--- config.mk ---
export PLATFORM = sky130hd
export DESIGN_NAME = dmem_arbiter
export DESIGN_NICKNAME = d
export VERILOG_FILES = /design/src/rtl/dmem_pkg.sv /design/src/rtl/dmem_arbiter_align.sv /design/src/rtl/dmem_arbiter.sv
export SDC_FILE = /design/constraint.sdc
export NUM_CORES = 1
export LEC_CHECK = 0
export ABC_AREA = 1
export CORE_AREA = 4 4 109 111
export DETAILED_ROUTE_END_ITERATION = 10
export DIE_AREA = 0 0 113 115
export PLACE_DENSITY_LB_ADDON = 0.25
export SLEW_MARGIN = 5
export SYNTH_ARGS = -nofsm -noshare
export SYNTH_HDL_FRONTEND = slang
export SYNTH_SLANG_ARGS = --single-unit
--- constraint.sdc ---
create_clock -name clk -period 3.4 [get_ports clk]
set_input_delay 0.68 -clock clk [delete_from_list [all_inputs] [get_ports clk]]
set_output_delay 0.68 -clock clk [all_outputs]
set_load 0.1 [all_outputs]
--- src/rtl/dmem_pkg.sv ---
// Shared types and constants for the data-memory arbiter slice.
package dmem_pkg;

  localparam int unsigned DMEM_AW = 32;
  localparam int unsigned DMEM_DW = 32;

  // Access size encodings carried on the low two bits of bs.
  typedef enum logic [1:0] {
    BS_NONE = 2'b00,
    BS_BYTE = 2'b01,
    BS_HALF = 2'b10,
    BS_WORD = 2'b11
  } bs_e;

  // Memory-mapped bases decoded downstream by data_mem.
  localparam logic [31:0] ID_BASE   = 32'h0010_0000;
  localparam logic [31:0] SW_BASE   = 32'h0010_0010;
  localparam logic [31:0] DMEM_BASE = 32'h8000_0000;

  // One requester's transaction fields.
  typedef struct packed {
    logic               we;
    logic [3:0]         bs;
    logic               se;
    logic [DMEM_AW-1:0] addr;
    logic [DMEM_DW-1:0] wdata;
  } dmem_req_t;

endpackage

--- src/rtl/dmem_arbiter_align.sv ---
// Flags an access whose address is not naturally aligned for its size.
module align_check
  import dmem_pkg::*;
(
  input  logic [1:0] i_bs,
  input  logic [1:0] i_addr_lo,
  output logic       o_misaligned
);

  // Size-dependent alignment test; an empty size is never performed.
  always_comb begin
    o_misaligned = 1'b1;
    case (bs_e'(i_bs))
      BS_WORD: o_misaligned = |i_addr_lo;
      BS_HALF: o_misaligned = i_addr_lo[0];
      BS_BYTE: o_misaligned = 1'b0;
      default: o_misaligned = 1'b1;
    endcase
  end

endmodule

--- src/rtl/dmem_arbiter.sv ---
// Two-port arbiter in front of the single-port data_mem: fixed priority to
// the load/store unit with a starvation guard for the debug/boot port,
// misalignment rejection, and a one-cycle tagged response pipeline.
module dmem_arbiter
  import dmem_pkg::*;
#(
  parameter int unsigned MAX_WAIT = 4,
  parameter int unsigned AW       = 32,
  parameter int unsigned DW       = 32
) (
  input  logic          clk,
  input  logic          rst,

  input  logic          req0_valid,
  output logic          req0_ready,
  input  logic          req0_we,
  input  logic [3:0]    req0_bs,
  input  logic          req0_se,
  input  logic [AW-1:0] req0_addr,
  input  logic [DW-1:0] req0_wdata,

  input  logic          req1_valid,
  output logic          req1_ready,
  input  logic          req1_we,
  input  logic [3:0]    req1_bs,
  input  logic          req1_se,
  input  logic [AW-1:0] req1_addr,
  input  logic [DW-1:0] req1_wdata,

  output logic          rsp_valid,
  output logic          rsp_id,
  output logic          rsp_err,
  output logic [DW-1:0] rsp_rdata,

  output logic          mem_en,
  output logic          mem_we,
  output logic          mem_se,
  output logic [3:0]    mem_bs,
  output logic [AW-1:0] mem_addr,
  output logic [DW-1:0] mem_wdata,
  input  logic [DW-1:0] mem_rdata
);

  localparam int unsigned CW = (MAX_WAIT < 1) ? 1 : $clog2(MAX_WAIT + 1);

  logic [CW-1:0] r_wait_cnt;
  logic          r_rsp_valid;
  logic          r_rsp_id;
  logic          r_rsp_err;
  logic          r_rsp_load;

  logic          w_starved;
  logic          w_grant0;
  logic          w_grant1;
  logic          w_accept;
  logic          w_misaligned;
  logic          w_mem_ok;
  dmem_req_t     w_win;

  assign w_starved = (r_wait_cnt == CW'(MAX_WAIT));

  // Fixed priority to port 0 unless port 1 has waited MAX_WAIT cycles.
  always_comb begin
    w_grant1   = req1_valid && (!req0_valid || w_starved);
    w_grant0   = req0_valid && !w_grant1;
    w_accept   = w_grant0 || w_grant1;
    req0_ready = w_grant0;
    req1_ready = w_grant1;
  end

  // Select the winning request's fields.
  always_comb begin
    w_win = '0;
    if (w_grant1) begin
      w_win.we    = req1_we;
      w_win.bs    = req1_bs;
      w_win.se    = req1_se;
      w_win.addr  = req1_addr;
      w_win.wdata = req1_wdata;
    end else if (w_grant0) begin
      w_win.we    = req0_we;
      w_win.bs    = req0_bs;
      w_win.se    = req0_se;
      w_win.addr  = req0_addr;
      w_win.wdata = req0_wdata;
    end
  end

  align_check u_align (
    .i_bs         (w_win.bs[1:0]),
    .i_addr_lo    (w_win.addr[1:0]),
    .o_misaligned (w_misaligned)
  );

  assign w_mem_ok = w_accept && !w_misaligned;

  // Drive data_mem only for an aligned winner; idle values otherwise.
  always_comb begin
    mem_en    = 1'b0;
    mem_we    = 1'b0;
    mem_se    = 1'b0;
    mem_bs    = 4'b0011;
    mem_addr  = '0;
    mem_wdata = '0;
    if (w_mem_ok) begin
      mem_en    = 1'b1;
      mem_we    = w_win.we;
      mem_se    = w_win.se;
      mem_bs    = w_win.bs;
      mem_addr  = w_win.addr;
      mem_wdata = w_win.wdata;
    end
  end

  // Starvation counter: counts refused port-1 cycles, saturating.
  always_ff @(posedge clk or posedge rst) begin
    if (rst) begin
      r_wait_cnt <= '0;
    end else if (req1_valid && !w_grant1) begin
      r_wait_cnt <= w_starved ? r_wait_cnt : r_wait_cnt + 1'b1;
    end else begin
      r_wait_cnt <= '0;
    end
  end

  // Response pipeline aligned with data_mem's one-cycle read latency.
  always_ff @(posedge clk or posedge rst) begin
    if (rst) begin
      r_rsp_valid <= 1'b0;
      r_rsp_id    <= 1'b0;
      r_rsp_err   <= 1'b0;
      r_rsp_load  <= 1'b0;
    end else begin
      r_rsp_valid <= w_accept;
      r_rsp_id    <= w_grant1;
      r_rsp_err   <= w_accept && w_misaligned;
      r_rsp_load  <= w_mem_ok && !w_win.we;
    end
  end

  assign rsp_valid = r_rsp_valid;
  assign rsp_id    = r_rsp_id;
  assign rsp_err   = r_rsp_err;
  assign rsp_rdata = r_rsp_load ? mem_rdata : '0;

endmodule

### Word-level counts from Yosys, hierarchy flattened

Index checks and enable logic that the tools add are counted.

* bits in registers: 7
* output and inout port bits: 108
* logic and storage cells: 36

* add/subtract/negate cells: 1
* eq/ne operators: 5
* muxes and demuxes: 12
* reductions and logical operators: 13

Operators by type and width (number)
* 70-bit 2-to-1 mux: 2
* 32-bit 2-to-1 mux: 3
* 1-bit logical AND: 6
* 3-bit 2-to-1 mux: 2
* 2-bit == test (second input constant): 2
* 1-bit zero test: 4
* 4-bit 2-to-1 mux: 1
* 3-bit by 1-bit adder with 3-bit output (second input constant): 1
* 3-bit == test (second input constant): 1
* 1-bit 2-to-1 mux: 3
* 1-bit one-hot mux with 3 select lines: 1
* 2-bit by 1-bit == test with 1-bit output (second input constant): 1
* 1-bit logical OR: 2
* 2-bit != test (second input constant): 1
* 2-bit OR reduction: 1

### Logic depth before layout (Yosys ltp)

Gate-level depths: netlist (run 1).

* depth in word-level cells: 12
* mapped depth: 12

### Cells and area by module

From an unflattened synthesis (run 1), not the netlist that was laid out.

* cells, all modules: 360
* area total of the unflattened synthesis: 1911.8 um^2

Modules (own cells, without submodules)
* dmem_arbiter: instances 1, cells each 354, area each 1881.8 um^2, sequential area each 175.2 um^2
* align_check: instances 1, cells each 6, area each 30.0 um^2, sequential area each 0.0 um^2

### Least setup slack after synthesis (run 1)

OpenSTA, ideal clock, no wires.

* kind: input -> output
* start point: in req0_valid
* end point: out mem_addr[23]
* arrival: 3.884 ns
* data required time: 2.720 ns
* path slack: -1.164 ns
* cell stages on the path: 5
* buffers on the path: 2
* cell sequence: buf_2 a21oi_4 clkbuf_1 a22oi_1 a21oi_1

* word-level cells in the longest chain between the ends: 12
* elaborated cells between the ends (all ways): 16

RTL lines
* start, declared: RTL line dmem_arbiter.sv:14 `input logic req0_valid,`
* 1-bit zero test *: RTL line dmem_arbiter.sv:64 `w_grant1 = req1_valid && (!req0_valid || w_starved);`
* 1-bit logical OR *: RTL line dmem_arbiter.sv:64
* 1-bit logical AND *: RTL line dmem_arbiter.sv:64
* via req1_ready: RTL line dmem_arbiter.sv:23 `output logic req1_ready,`
* 1-bit zero test: RTL line dmem_arbiter.sv:65 `w_grant0 = req0_valid && !w_grant1;`
* 1-bit logical AND: RTL line dmem_arbiter.sv:65
* 70-bit 2-to-1 mux: RTL line dmem_arbiter.sv:80 `end else if (w_grant0) begin`
* 70-bit 2-to-1 mux: RTL line dmem_arbiter.sv:74 `if (w_grant1) begin`
* 2-bit by 1-bit == test with 1-bit output (tied with other cells): RTL line dmem_arbiter_align.sv:13 `case (bs_e'(i_bs))`
* 1-bit one-hot mux with 3 select lines: RTL line dmem_arbiter_align.sv:13
* 1-bit zero test: RTL line dmem_arbiter.sv:95 `assign w_mem_ok = w_accept && !w_misaligned;`
* 1-bit logical AND: RTL line dmem_arbiter.sv:95
* 32-bit 2-to-1 mux *: RTL line dmem_arbiter.sv:105 `if (w_mem_ok) begin`
* end, declared: RTL line dmem_arbiter.sv:39 `output logic [AW-1:0] mem_addr,`

The timed path passes the listed nets; every way through them passes the cells marked *.

### Worst setup path in the final report (run 1)

* start point: in req1_valid
* end point: out mem_wdata[18]

* word-level cells in the longest chain between the ends: 10
* elaborated cells between the ends (all ways): 14

RTL lines
* start, declared: RTL line dmem_arbiter.sv:22 `input logic req1_valid,`
* 1-bit logical AND *: RTL line dmem_arbiter.sv:64
* 1-bit zero test: RTL line dmem_arbiter.sv:65
* 1-bit logical AND: RTL line dmem_arbiter.sv:65
* 70-bit 2-to-1 mux: RTL line dmem_arbiter.sv:80
* 70-bit 2-to-1 mux: RTL line dmem_arbiter.sv:74
* 2-bit by 1-bit == test with 1-bit output (tied with other cells): RTL line dmem_arbiter_align.sv:13
* 1-bit one-hot mux with 3 select lines: RTL line dmem_arbiter_align.sv:13
* 1-bit zero test: RTL line dmem_arbiter.sv:95
* 1-bit logical AND: RTL line dmem_arbiter.sv:95
* 32-bit 2-to-1 mux *: RTL line dmem_arbiter.sv:105
* end, declared: RTL line dmem_arbiter.sv:40 `output logic [DW-1:0] mem_wdata,`

Every way passes the cells marked *; elsewhere a longest branch is shown, timed or not.

==> impl_metrics.yaml, run 1 <==
status:
  outcome: "complete, no violations"
setup_path:
  type_of_element_launching_the_critical_path: "input port"
  worst_path_most_repeated_cell: "sky130_fd_sc_hd__nand2_1"
  worst_path_buffer_plus_inverter_count: 4
  worst-path-stages: 10
  worstSetupPathType: "input port to output pin"
  path_cells: "clkdlybuf4s50_1 -> inv_1 -> a21oi_4 -> nand2_1 -> nand2_1 -> nand2_1 -> nand2_2 -> clkbuf_16 -> a21oi_1 -> buf_12"
  cp.arrival_ns: 2.57
  crit_fanout: 29
  crit_path_largest_cell_delay_ns: 0.52
  r2r_cells: 11
  crit_slowest_cell: "sky130_fd_sc_hd__clkdlybuf4s50_1"
  cpLargestDelayFamily: "buffers and inverters"
  required_time_of_the_critical_path_ns: 2.72
  timing.critical_path.to_type: "output pin"
drt:
  avgViaCountPerCell: 4.43
  detailedRoute.firstIterationViolations: 120
  route.vias.total: 3061
  drt_pre_antenna_iters: 4
  ant_nets: 0
  wl_per_cell_um: 16.1
  drt_drc_violations_left: 0
  wirelength_um: 11100
global_routing:
  largest_net_degree_at_the_start_of_global_routing: 59
  grt_remaining_overflow: 0
  global_route.usage.total: 0.153
  globalRouteMet1Util: 0.144
  grt_pass1_wl_um: 16100
  groute.layer.met3.usage: 0.0737
  grt_use_met2: 0.303
  grt-busiest-layer: "met2"
  grt_antenna_before_repair: 1
  number_of_global_route_vias_before_repair: 3199
logic_synthesis:
  ys_dominant_reg_cell: "sky130_fd_sc_hd__dfrtp_1"
  synth_area_leaders: "sky130_fd_sc_hd__a22oi_1 30%, sky130_fd_sc_hd__a21oi_1 21%, sky130_fd_sc_hd__nand2_1 11%"
  synth_async_sr_flop_share: 1.00
  synth_fp_nets: 463
  syn-instance-count: 285
  synthMostInstantiatedCell: "sky130_fd_sc_hd__a21oi_1"
  yosys.area.top_type: "sky130_fd_sc_hd__a22oi_1"
  synth.yosys.seq_area_share: 0.108
  ys_seq_elements: 7
  synthDistinctLibCells: 16
  number_of_enable_flip_flop_cells_after_synthesis: 0
  synth_commonest_cells: "69 x sky130_fd_sc_hd__a21oi_1, 65 x sky130_fd_sc_hd__a22oi_1, 48 x sky130_fd_sc_hd__nand2_1, 45 x sky130_fd_sc_hd__inv_1, 15 x sky130_fd_sc_hd__buf_2"
  synth_top_area_frac: 0.300
  syn_area_per_cell_um2: 5.71
  netlist_area_mm2: 0.00163
  ys.warnings.count: 0
clock_tree:
  clock-root-buffer: "sky130_fd_sc_hd__clkbuf_8"
  number_of_clock_buffers_inserted_by_tritoncts: 3
  cts_hold_repair.buffers: 0
  post_cts_clock_slew_at_the_launch_and_capture_registers_of_the_worst_setup_and_hold_paths_ns: 0.04
  ctsHtreeMaxLevel: 1
  clk_latency_ns: 0.22
  cts_sinks: 7
  cts_tree: "built"
  cts.path.max_buffers: 2
timing:
  timing_worst_slew_pin_value_ns: 0.980
  final.min_clock_period_ns: 3.25
  worst_slew_margin_rel: 0.344
  fmaxAchievable_ghz: 0.308
  finalMaxSlewViolations: 0
  grt_setup_unrepaired: "false"
  clock-skew-final_ns: 0.00403
  timing.final.setup_violations: 0
  finalHoldViolations: 0
  worst_slack_ns: 0.153
  period_share: 0.955
floorplanning:
  dieArea_mm2: 0.0130
  fp-row-count: 38
  initial_standard_cell_utilization_of_the_core: 0.151
  die-width_um: 113
  io_pins: 284
  die_height_um: 115
  fp.coreArea_mm2: 0.0108
final_layout:
  area_growth_syn_to_layout_pct: 235
  design.final.nets: 730
  instances_no_fill: 691
  diode_count: 0
  layout-drive-gt1-share: 0.267
  stdcell_area_mm2: 0.00546
pwr:
  share_seq_of_total_power: 0.060
  vdd.ir_drop.worst_uv: 194
  power.share.switching: 0.584
  internal_power_uw: 703
  power_per_cell_area_mw_per_mm2: 310
  leakage_power_nw: 2.40
  clock_power_share: 0.068
  total_switching_power_uw: 989
  p_comb_frac: 0.872
flow_run:
  maxCapViolCount: 0
placed_design:
  gp_routability_congestion: 0.864
  dp_hpwl_um: 9130
  number_of_port_buffers: 283
  placement.cell_area_mm2: 0.00537
  pre_cts_slack_ns: -0.00836
  dpl.cell_count: 685
min_path:
  worst_hold_path_cell_count: 1
  timing.hold.worst.class: "register to register"
-- cells by family (layout without fill, tap and decap cells) --
| group | Yosys count | in the layout | share of synthesized area |
|---|---|---|---|
| flip-flops | 7 | 7 | 0.108 |
| XOR/XNOR | 1 | 1 | 0.00538 |
| adder cells (fa/ha/maj) | 2 | 2 | 0.0154 |
| AO/OA/AOI/OAI | 136 | 136 | 0.525 |
| AND/OR/NAND/NOR | 62 | 62 | 0.151 |
| buffers and inverters | 77 | 343 | 0.196 |
-- metrics by stage --
step | total power [mW] | utilization | TNS (ns) | hold slack (ns)
global route | 1.75 | 0.506 | 0 | 0.475
detailed placement | 1.58 | 0.498 | -0.0133 | 0.454
floorplan | 0.978 | - | -14.91 | 0.432
CTS | 1.70 | 0.502 | 0 | 0.459
finish | 1.69 | 0.506 | 0 | 0.455
global placement | 1.57 | 0.498 | 0 | 0.449
-- path summary, 6_finish.rpt --
path                                  to  slack (ns)     startpoint
max reg2reg                      rsp_err        1.54  r_wait_cnt[0]
min in group asynchronous        rsp_err        0.69            rst
max in group asynchronous     r_rsp_load        2.49            rst
min reg2reg                r_wait_cnt[0]        0.46  r_wait_cnt[0]
min                        r_wait_cnt[0]        0.46  r_wait_cnt[0]
max                        mem_wdata[18]        0.15     req1_valid
-- worst register-to-register path, stage by stage (launching register included) --
cell and delay [ns]:
sky130_fd_sc_hd__dfrtp_1 0.39, sky130_fd_sc_hd__inv_1 0.07, sky130_fd_sc_hd__ha_1 0.14, sky130_fd_sc_hd__nand2_1 0.12, sky130_fd_sc_hd__a21oi_4 0.26, sky130_fd_sc_hd__nand2_1 0.08, sky130_fd_sc_hd__nand2_1 0.13, sky130_fd_sc_hd__nand2_1 0.09
sky130_fd_sc_hd__nand2_2 0.16, sky130_fd_sc_hd__buf_6 0.16, sky130_fd_sc_hd__nand2_2 0.10, sky130_fd_sc_hd__nor2_1 0.10
-- state kept, by name, summed over array words and instances, names as in the netlist --
name and flops:
r_rsp_load 1, r_wait_cnt 3, rsp_err 1, rsp_id 1, rsp_valid 1
-- metal layers --
metal  up-vias  wire length, µm
li1       1519                -
met1      1352             3670
met2       178             5890
met3        10             1470
met4         2               94
met5         -               13
-- power by group through the flow --
| stage | combinational, mW | sequential (mW) | clock [mW] |
|---|---|---|---|
| 5_1_grt | 1.53 | 0.104 | 0.122 |
| 4_1_cts | 1.48 | 0.102 | 0.117 |
| 6_report | 1.48 | 0.102 | 0.114 |
| 2_1_floorplan | 0.865 | 0.113 | 0 |
| 3_3_place_gp | 1.47 | 0.102 | 0 |
| 3_5_place_dp | 1.48 | 0.103 | 0 |
-- cell type report --
| cell class | instances | area, µm² |
|---|---|---|
| fillers | 1022 | 5340 |
| repair buffers | 294 | 3660 |
| multi-input cells | 201 | 1230 |
| flip-flops and latches | 7 | 175 |
| well taps | 140 | 175 |
| inverters | 45 | 169 |
| clock buffers | 4 | 45.0 |
-- repair_timing --
item                                    in CTS  in global routing
pin swaps                                    1                  1
gates resized for setup                      0                  2
endpoints found under the setup margin       8                 63
buffers inserted                             0                  1
hold endpoints to repair                     0                  0
gates cloned                                 0                  1
-- placed cells by master, fill, tap and decap left out --
cell,netlist,final
sky130_fd_sc_hd__dfrtp_1,7,7
sky130_fd_sc_hd__buf_12,0,79
sky130_fd_sc_hd__buf_4,3,35
sky130_fd_sc_hd__a21oi_1,69,46
sky130_fd_sc_hd__o21ai_1,1,1
sky130_fd_sc_hd__inv_1,45,45
sky130_fd_sc_hd__nand3_1,4,4
sky130_fd_sc_hd__nand2_1,48,48
sky130_fd_sc_hd__clkbuf_8,0,3
sky130_fd_sc_hd__dlymetal6s2s_1,0,1
sky130_fd_sc_hd__a21oi_2,0,23
sky130_fd_sc_hd__clkdlybuf4s50_1,0,177
sky130_fd_sc_hd__clkbuf_1,12,1
sky130_fd_sc_hd__buf_6,0,1
sky130_fd_sc_hd__a22oi_1,65,65
sky130_fd_sc_hd__xnor2_1,1,1
sky130_fd_sc_hd__nor2_1,7,6
sky130_fd_sc_hd__nor2_4,0,1
sky130_fd_sc_hd__nand2_2,3,3
sky130_fd_sc_hd__ha_1,2,2
sky130_fd_sc_hd__clkbuf_16,0,1
sky130_fd_sc_hd__a21oi_4,1,1
Power figures use the tool's default switching activity.
==> inputs of run 2 (changes only) <==
--- a/config.mk
+++ b/config.mk
@@ -6,6 +6,7 @@
 export NUM_CORES = 1
 export LEC_CHECK = 0
 export ABC_AREA = 1
+export CAP_MARGIN = 30
 export CORE_AREA = 4 4 109 111
 export DETAILED_ROUTE_END_ITERATION = 10
 export DIE_AREA = 0 0 113 115
==> results of run 2 <==
The final DEF is identical to that of run 1; final timing and power are the same.
